==> config.mk <==
export PLATFORM = sky130hd
export DESIGN_NAME = pll_phase_scheduler
export DESIGN_NICKNAME = d
export VERILOG_FILES = /design/src/rtl/pll_sched_pkg.sv /design/src/rtl/pll_scanclk_gen.sv /design/src/rtl/pll_phase_scheduler.sv
export SDC_FILE = /design/constraint.sdc
export NUM_CORES = 1
export LEC_CHECK = 0
export CAP_MARGIN = 10
export CORE_AREA = 2 2 72 74
export CTS_CLUSTER_DIAMETER = 40
export DETAILED_ROUTE_END_ITERATION = 12
export DIE_AREA = 0 0 74 76
export DONT_BUFFER_PORTS = 1
export PLACE_DENSITY = 0.63
export SETUP_SLACK_MARGIN = 0.02
export SLEW_MARGIN = 20
export SYNTH_ARGS = -nofsm -noshare
export SYNTH_HDL_FRONTEND = slang
export SYNTH_SLANG_ARGS = --single-unit
==> constraint.sdc <==
create_clock -name clk -period 2.53 [get_ports clk]
set_input_delay 0.3795 -clock clk [delete_from_list [all_inputs] [get_ports clk]]
set_output_delay 0.3795 -clock clk [all_outputs]
set_load 0.02 [all_outputs]
==> src/rtl/pll_sched_pkg.sv <==
// Shared types and constants for the PLL dynamic phase-step scheduler.
// Imported by the scheduler top and its scanclk generator.
package pll_sched_pkg;

    typedef enum logic [2:0] {
        IDLE,
        LOAD,
        ASSERT,
        RELEASE,
        WAITDONE,
        FINISH
    } state_t;

    localparam logic [2:0] SEL_ALL = 3'b000;
    localparam logic [2:0] SEL_M   = 3'b001;
    localparam logic [2:0] SEL_C0  = 3'b010;
    localparam logic [2:0] SEL_C1  = 3'b011;
    localparam logic [2:0] SEL_C2  = 3'b100;
    localparam logic [2:0] SEL_C3  = 3'b101;
    localparam logic [2:0] SEL_C4  = 3'b110;

    localparam int DEF_SC_HALF    = 16;
    localparam int DEF_TIMEOUT_SC = 100;

endpackage

==> src/rtl/pll_scanclk_gen.sv <==
// Divided scan clock for the PLL reconfiguration port.
// Strobes flag the clk edge on which scanclk is about to rise or fall.
module pll_scanclk_gen
    import pll_sched_pkg::*;
#(
    parameter int SC_HALF = DEF_SC_HALF
) (
    input  logic clk,
    input  logic reset_n,
    input  logic en,
    output logic scanclk,
    output logic rise,
    output logic fall
);

    localparam int CW = $clog2(SC_HALF);
    localparam logic [CW-1:0] LAST = CW'(SC_HALF - 1);

    logic [CW-1:0] cnt_q, cnt_d;
    logic          sclk_q, sclk_d;
    logic          wrap;

    assign wrap = en && (cnt_q == LAST);

    always_comb begin
        cnt_d  = '0;
        sclk_d = 1'b0;
        if (en) begin
            cnt_d  = wrap ? '0 : cnt_q + 1'b1;
            sclk_d = wrap ? ~sclk_q : sclk_q;
        end
    end

    always_ff @(posedge clk or negedge reset_n) begin
        if (!reset_n) begin
            cnt_q  <= '0;
            sclk_q <= 1'b0;
        end else begin
            cnt_q  <= cnt_d;
            sclk_q <= sclk_d;
        end
    end

    assign scanclk = sclk_q;
    assign rise    = wrap && !sclk_q;
    assign fall    = wrap && sclk_q;

endmodule

==> src/rtl/pll_phase_scheduler.sv <==
// Two-requester round-robin scheduler driving PLL dynamic phase steps.
// Each step: phasestep high for two scanclk rises, then wait for phase_done.
module pll_phase_scheduler
    import pll_sched_pkg::*;
#(
    parameter int SC_HALF    = DEF_SC_HALF,
    parameter int TIMEOUT_SC = DEF_TIMEOUT_SC
) (
    input  logic       clk,
    input  logic       reset_n,
    input  logic [1:0] req_valid,
    input  logic [5:0] req_sel,
    input  logic [1:0] req_up,
    input  logic [7:0] req_steps,
    output logic [1:0] req_ack,
    output logic       busy,
    output logic       done,
    output logic       err,
    output logic       owner,
    output logic [2:0] phasecounterselect,
    output logic       phaseupdown,
    output logic       phasestep,
    output logic       scanclk,
    input  logic       phase_done
);

    localparam int TW = $clog2(TIMEOUT_SC + 1);
    localparam logic [TW-1:0] TO_LAST = TW'(TIMEOUT_SC - 1);
    localparam logic [TW-1:0] TO_MAX  = TW'(TIMEOUT_SC);

    state_t        state_q, state_d;
    logic [2:0]    sel_q, sel_d;
    logic          up_q, up_d;
    logic [3:0]    steps_q, steps_d;
    logic          edge_q, edge_d;
    logic [TW-1:0] to_q, to_d;
    logic          seen_low_q, seen_low_d;
    logic          phasestep_q, phasestep_d;
    logic [1:0]    ack_q, ack_d;
    logic          busy_q, busy_d;
    logic          done_q, done_d;
    logic          err_q, err_d;
    logic          owner_q, owner_d;
    logic          prio_q, prio_d;
    logic          pd_s1_q, pd_s1_d;
    logic          pd_s2_q, pd_s2_d;

    logic sc_en, sc_rise, sc_fall, win;

    // First ASSERT cycle keeps the divider cleared so every step starts low.
    assign sc_en = (state_q == ASSERT && phasestep_q)
                || state_q == RELEASE
                || state_q == WAITDONE;

    pll_scanclk_gen #(.SC_HALF(SC_HALF)) u_sc (
        .clk     (clk),
        .reset_n (reset_n),
        .en      (sc_en),
        .scanclk (scanclk),
        .rise    (sc_rise),
        .fall    (sc_fall)
    );

    always_comb begin
        state_d     = state_q;
        sel_d       = sel_q;
        up_d        = up_q;
        steps_d     = steps_q;
        edge_d      = edge_q;
        to_d        = to_q;
        seen_low_d  = seen_low_q;
        phasestep_d = phasestep_q;
        ack_d       = 2'b00;
        busy_d      = busy_q;
        done_d      = 1'b0;
        err_d       = 1'b0;
        owner_d     = owner_q;
        prio_d      = prio_q;
        pd_s1_d     = phase_done;
        pd_s2_d     = pd_s1_q;
        win         = (req_valid == 2'b11) ? prio_q : req_valid[1];

        unique case (state_q)
            IDLE: begin
                if ((|req_valid) && !done_q && !err_q) begin
                    ack_d   = win ? 2'b10 : 2'b01;
                    owner_d = win;
                    prio_d  = ~win;
                    sel_d   = win ? req_sel[5:3] : req_sel[2:0];
                    up_d    = req_up[win];
                    steps_d = win ? req_steps[7:4] : req_steps[3:0];
                    busy_d  = 1'b1;
                    state_d = LOAD;
                end
            end
            LOAD: begin
                edge_d  = 1'b0;
                state_d = (steps_q == 4'd0) ? FINISH : ASSERT;
            end
            ASSERT: begin
                phasestep_d = 1'b1;
                if (sc_rise) begin
                    if (edge_q) state_d = RELEASE;
                    else        edge_d  = 1'b1;
                end
            end
            RELEASE: begin
                if (sc_fall) begin
                    phasestep_d = 1'b0;
                    seen_low_d  = 1'b0;
                    to_d        = '0;
                    state_d     = WAITDONE;
                end
            end
            WAITDONE: begin
                if (!pd_s2_q) seen_low_d = 1'b1;
                if (seen_low_q && pd_s2_q) begin
                    steps_d = (steps_q != 4'd0) ? steps_q - 4'd1 : steps_q;
                    edge_d  = 1'b0;
                    state_d = (steps_q <= 4'd1) ? FINISH : ASSERT;
                end else if (sc_rise) begin
                    to_d = (to_q == TO_MAX) ? to_q : to_q + 1'b1;
                    if (to_q == TO_LAST) begin
                        err_d   = 1'b1;
                        busy_d  = 1'b0;
                        state_d = IDLE;
                    end
                end
            end
            FINISH: begin
                done_d  = 1'b1;
                busy_d  = 1'b0;
                state_d = IDLE;
            end
            default: state_d = IDLE;
        endcase
    end

    always_ff @(posedge clk or negedge reset_n) begin
        if (!reset_n) begin
            state_q     <= IDLE;
            sel_q       <= 3'b000;
            up_q        <= 1'b1;
            steps_q     <= '0;
            edge_q      <= 1'b0;
            to_q        <= '0;
            seen_low_q  <= 1'b0;
            phasestep_q <= 1'b0;
            ack_q       <= 2'b00;
            busy_q      <= 1'b0;
            done_q      <= 1'b0;
            err_q       <= 1'b0;
            owner_q     <= 1'b0;
            prio_q      <= 1'b0;
            pd_s1_q     <= 1'b0;
            pd_s2_q     <= 1'b0;
        end else begin
            state_q     <= state_d;
            sel_q       <= sel_d;
            up_q        <= up_d;
            steps_q     <= steps_d;
            edge_q      <= edge_d;
            to_q        <= to_d;
            seen_low_q  <= seen_low_d;
            phasestep_q <= phasestep_d;
            ack_q       <= ack_d;
            busy_q      <= busy_d;
            done_q      <= done_d;
            err_q       <= err_d;
            owner_q     <= owner_d;
            prio_q      <= prio_d;
            pd_s1_q     <= pd_s1_d;
            pd_s2_q     <= pd_s2_d;
        end
    end

    assign req_ack            = ack_q;
    assign busy               = busy_q;
    assign done               = done_q;
    assign err                = err_q;
    assign owner              = owner_q;
    assign phasecounterselect = sel_q;
    assign phaseupdown        = up_q;
    assign phasestep          = phasestep_q;

endmodule
After elaboration in Yosys (flattened, before gate mapping)

Index checks and enable logic that the tools add are counted.

Register bits after elaboration: 35
Input port bits: 21

Add/sub/neg operators: 3
Order comparisons: 2
Equality and inequality tests: 23
Mux-type cells: 48
Bitwise logic cells: 2
Reduce and logical (&&, ||, !) cells: 29

Operators by type and width:

| cell                                                                             | count |
|---|---|
| 3-bit 2-to-1 mux                                                                 | 10 |
| 7-bit 2-to-1 mux                                                                 | 4 |
| 4-bit 2-to-1 mux                                                                 | 6 |
| 1-bit 2-to-1 mux                                                                 | 18 |
| 2-bit != test, second input constant                                             | 9 |
| 3-bit case mux with 5 select lines                                               | 1 |
| 7-bit equality test, second input constant                                       | 2 |
| 7-bit case mux with 2 select lines                                               | 1 |
| 5-bit AND reduction                                                              | 2 |
| 4-bit case mux with 2 select lines                                               | 1 |
| 7-bit by 1-bit adder with 7-bit output, second input constant                    | 1 |
| 1-bit logical AND                                                                | 7 |
| 3-bit by 2-bit equality test with 1-bit output, second input constant            | 2 |
| 3-bit equality test, second input constant                                       | 2 |
| 2-bit 2-to-1 mux                                                                 | 3 |
| 2-bit by 1-bit != test with 1-bit output, second input constant                  | 3 |
| 1-bit case mux with 3 select lines                                               | 2 |
| 3-bit AND reduction                                                              | 2 |
| 6-bit AND reduction                                                              | 1 |
| 2-bit nonzero test                                                               | 3 |
| 3-bit nonzero test                                                               | 2 |
| 4-bit by 1-bit adder with 4-bit output, second input constant                    | 1 |
| 4-bit equality test, second input constant                                       | 1 |
| 4-bit by 1-bit less-or-equal comparator with 1-bit output, second input constant | 1 |
| other kinds (16)                                                                 | 22 |

Longest topological paths before layout

Depth after elaboration: 9
Depth in mapped cells: 7

By module

From an unflattened synthesis, not the netlist that was laid out.

Cells, all modules: 195
Area total of the unflattened synthesis: 1,949.4 µm²

Modules (own cells, without submodules):

| module              | times used | cells an instance | area each (µm²) | sequential area each (µm²) |
|---|---|---|---|---|
| pll_phase_scheduler | 1          | 173               | 1,701.6         | 752.0 |
| pll_scanclk_gen     | 1          | 22                | 247.7           | 125.1 |

Worst setup path after synthesis

OpenSTA, ideal clock, no wires.

Path type: register to register
Start point: reg u_sc.cnt_q[0]
End point: reg state_q[1]
Setup time: 128 ps
Arrival: 1,652 ps
Data required time: 2,402 ps
Setup slack: 750 ps
Stages on the path, launching flop included: 8
Path buffers: 1
Period minus slack after synthesis: 1,780 ps
Cells stage by stage: dfrtp_1 ha_1 and3_1 clkbuf_1 nand2_1 a32oi_1 o211ai_1 mux2_1

Longest elaborated chain between the ends: 5

RTL lines:

| what                                                                                              | line                                         | source |
|---|---|---|
| start, declared                                                                                   | pll_scanclk_gen.sv:19                        | `logic [CW-1:0] cnt_q, cnt_d;` |
| start signal, assigned                                                                            | pll_scanclk_gen.sv:39                        | `cnt_q <= cnt_d;` |
| 4-bit equality test (*)                                                                           | pll_scanclk_gen.sv:23                        | `assign wrap = en && (cnt_q == LAST);` |
| 1-bit logical AND (*)                                                                             | pll_scanclk_gen.sv:23                        |  |
| 1-bit logical AND (on tied branches)                                                              | pll_scanclk_gen.sv:45, pll_scanclk_gen.sv:46 |  |
| 3-bit by 2-bit != test with 1-bit output (no source line) / 2-bit != test (equally long branches) | -                                            |  |
| 6-bit AND reduction (no source line) (*)                                                          | -                                            |  |
| end signal, assigned                                                                              | pll_phase_scheduler.sv:158                   | `state_q <= state_d;` |
| end, declared                                                                                     | pll_phase_scheduler.sv:31                    | `state_t state_q, state_d;` |

Mark *: on every way between the ends. The rest lies on a longest branch, timed or not.
A chain may end at the register's enable or synchronous reset.

Final worst setup path

Start point: reg state_q[1]
End point: reg to_q[5]

Longest elaborated chain between the ends: 8

RTL lines:

| what                                           | line                                         | source |
|---|---|---|
| 3-bit by 2-bit equality test with 1-bit output | pll_phase_scheduler.sv:51                    | `assign sc_en = (state_q == ASSERT && phasestep_q)` |
| 1-bit logical AND                              | pll_phase_scheduler.sv:51                    |  |
| 1-bit logical OR                               | pll_phase_scheduler.sv:52                    | `\|\| state_q == RELEASE` |
| 1-bit logical OR                               | pll_phase_scheduler.sv:53                    | `\|\| state_q == WAITDONE;` |
| 1-bit logical AND                              | pll_scanclk_gen.sv:23                        |  |
| 1-bit logical AND (on tied branches)           | pll_scanclk_gen.sv:45, pll_scanclk_gen.sv:46 |  |
| 2-bit != test (no source line)                 | -                                            |  |
| 5-bit AND reduction (no source line)           | -                                            |  |
| end signal, assigned                           | pll_phase_scheduler.sv:163                   | `to_q <= to_d;` |
| end, declared                                  | pll_phase_scheduler.sv:36                    | `logic [TW-1:0] to_q, to_d;` |

Parallel ways exist; a longest one is shown, timed or not.

==> results.txt <==
worst slew margin relative to its limit -> 43.4%
critical path class -> reg2reg
Total Routing Usage GR -> 15.4%
Leak -> 0.915 nW
hold_buf cts -> 2
highest-delay cell along the critical path -> or4_1
Synth area leaders -> dfrtp_1 45%, o21ai_1 4.5%, a21oi_1 3.9%, ha_1 3.9%, nand2_1 3.9%
crit-path cells -> or3b_4, nor3_2, a32oi_1, or4_1, a21oi_1
mapped cell area -> 1900 sq um
ratio of cells with drive above 1 in the final layout -> 8.88%
Final #Nets -> 240
clock network fraction of design power -> 21.7%
Top FF cell, synth -> dfrtp_1
GRT Residual Overflow -> 0
Sequential Power Share -> 43.5%
Post-synth ARST share -> 100%
pin count of the biggest net entering global routing -> 36
Port Buffers -> 0
Slew Limit Fails -> 0
worst-path fanout max -> 14
Die Wd -> 74 microns
Crit path max-delay family -> simple AND/OR/NAND/NOR gates
initial antenna violation count -> 0
Fmax -> 0.441 GHz
area fraction of the dominant cell type after synthesis -> 44.7%
cts bufs inserted -> 5
EDFF count, synth -> 0
FP Rows -> 26
Psw -> 0.792 mW
r2r setup slk -> 0.26 ns
# setup viols final -> 0
vias in the first global route -> 1,471
Remaining DRCs -> 0
register bit total from synthesis -> 35
RD Place Congestion -> 0.804
Total Wirelength -> 3830 microns
clock buffer depth -> 2
number of setup buffers added after CTS -> 0
core box area -> 4910 sq um
worst r2r path cells -> 5
worst hold path class -> in2reg
Diodes inserted -> 0
Non-Filler Instances -> 284
wire length per cell -> 13.5 microns
largest area contributor in the netlist -> dfrtp_1
fill cell count -> 495
Placed Cells -> 274
CTS root buffer -> clkbuf_8
final hold violations -> 0
Tcrit/Tclk final -> 89.6%
crit path DAT -> 2.48 ns
height of the die -> 76 microns
buffer and inverter count on the worst path -> 0
Crit. End Element -> flip-flop
internal power -> 1.23 mW
CTS tree -> yes
global-route wire length before repair -> 6780 microns
post-synth cell types -> 43
hold path depth -> 0
drt pass-1 iters -> 4
post-CTS sizing -> 0
Area Overhead vs Synth -> 11.1%
final worst path period need -> 2.27 ns
Die ar. -> 5620 sq um
post-route ant nets -> 0
slowest stage delay, CP -> 0.59 ns
clock skew -> 0.00780 ns
Sw Share -> 39.1%
Mean Syn Cell Area -> 9.10 sq um
Levels on crit path -> 5
Initial Utilization -> 38.7%
clock sinks -> 35
syn_nets -> 236
status -> completed
hpwl dp -> 2780 microns
Worst Path Required -> 2.74 ns
Via Count -> 1,505
IR Drop Worst-Case VDD -> 0.294 mV
Clk Latency, worst-skew pair -> 0.29 ns
worst-margin pin slew -> 0.850 ns
First DRT Iteration DRCs -> 66
clk slew on worst S/H paths -> 0.07 ns
CTS H-tree lvls -> 2
CP Launch Type -> flip-flop
Ports -> 33
unrepaired setup endpoints after global routing -> false
Cell Pwr Density -> 959 nW/um^2
combinational power share -> 34.8%
warnings from Yosys -> 0
maxcap violations -> 0
setup TNS -> 0 ns
drt via density -> 5.30
Post-Syn Instances -> 209
Seq/Total Area, Yosys -> 46.1%
-- flip-flops by register name, indices dropped and copies added (netlist names), 2 cells and up --
| register | count |
|---|---|
| u_sc.cnt_q | 4 |
| phasecounterselect | 3 |
| to_q | 7 |
| req_ack | 2 |
| steps_q | 4 |
| state_q | 3 |
-- power groups by stage --
stage               clock network (mW)  registers, mW  logic, mW
CTS                              0.453          0.884      0.710
floorplan                            0          0.857      0.568
detailed placement                   0          0.896      0.683
global route                     0.482          0.904      0.814
finish                           0.440          0.882      0.705
global placement                     0          0.893      0.673
-- layout by cell type, fill, tap and decap left out, drive strengths merged, types with 5 or more instances in the layout --
cell    netlist  final
nand3         6      6
nor2         19     19
nand2        20     20
dfrtp        34     34
buf           2      5
clkbuf        7      8
a21oi        15     15
o21ai        26     26
ha            6      6
mux2i         5      5
inv           8      8
mux2          5      5
nor2b         5      5
-- metrics by stage --
step / cell area [sq um] / power, mW / utilization [%] / setup slack, ns / hold slack (ns)
after global routing: 2110 / 2.20 / 43.0 / 0.0433 / 0.105
after floorplan: 1900 / 1.42 / - / 0.750 / 0.0839
after CTS: 2110 / 2.05 / 43.0 / 0.248 / 0.118
after global placement: 1980 / 1.57 / 40.4 / 0.329 / 0.0848
final: 2110 / 2.03 / 43.0 / 0.263 / 0.124
after detailed placement: 1980 / 1.58 / 40.4 / 0.291 / 0.0849
-- kinds of logic after synthesis --
logic type / Yosys count / synth area share [%]
buffers and inverters: 17 / 3.49
multiplexers: 10 / 5.59
flip-flops: 35 / 46.1
AND/OR/NAND/NOR: 85 / 23.7
XOR/XNOR: 2 / 0.921
adder cells (fa/ha/maj): 6 / 3.95
AO/OA/AOI/OAI: 54 / 16.3
-- cells in the mapped netlist (2+ instances only) --
cell type	instances
or3_1	3
nand2b_1	4
clkbuf_1	7
a21o_1	2
a32oi_1	2
nor2b_1	5
nor2_1	19
o31ai_1	3
nand4_1	4
nand2_1	20
and3_1	2
nor3_1	2
or4_1	4
mux2_2	3
mux2i_1	5
ha_1	6
dfrtp_1	34
nor4_1	4
and2_1	2
nor3b_1	4
nand3_1	6
o21ai_1	17
inv_1	8
o21ai_0	8
a21oi_1	15
mux2_1	2
buf_2	2
-- layer usage --
layer	part of all wire [%]	routed length, microns	vias up	track usage, %
li1	-	-	755	-
met1	47	1780	713	21.3
met2	48	1830	32	23.3
met3	3.9	149	5	3.17
met4	1.8	68	0	6.00
met5	0	0	-	0
-- path summary, 6_finish.rpt --
check,from,end
hold reg to reg,pd_s1_q,pd_s2_q
max in group asynchronous,reset_n,phaseupdown
min in group asynchronous,reset_n,state_q[0]
setup / recovery,state_q[1],to_q[5]
setup reg to reg,state_q[1],to_q[5]
hold / removal,phase_done,pd_s1_q
-- cell type report --
cell class,instances,area [sq um],share of cell area (%)
Timing Repair Buffer,6,60.1,2.84
Multi-Input combinational cell,157,958,45.4
Sequential cell,35,877,41.5
Clock buffer,8,100,4.74
Inverter,8,30.0,1.42
Tap cell,70,87.6,4.14
Power figures use the tool's default switching activity.
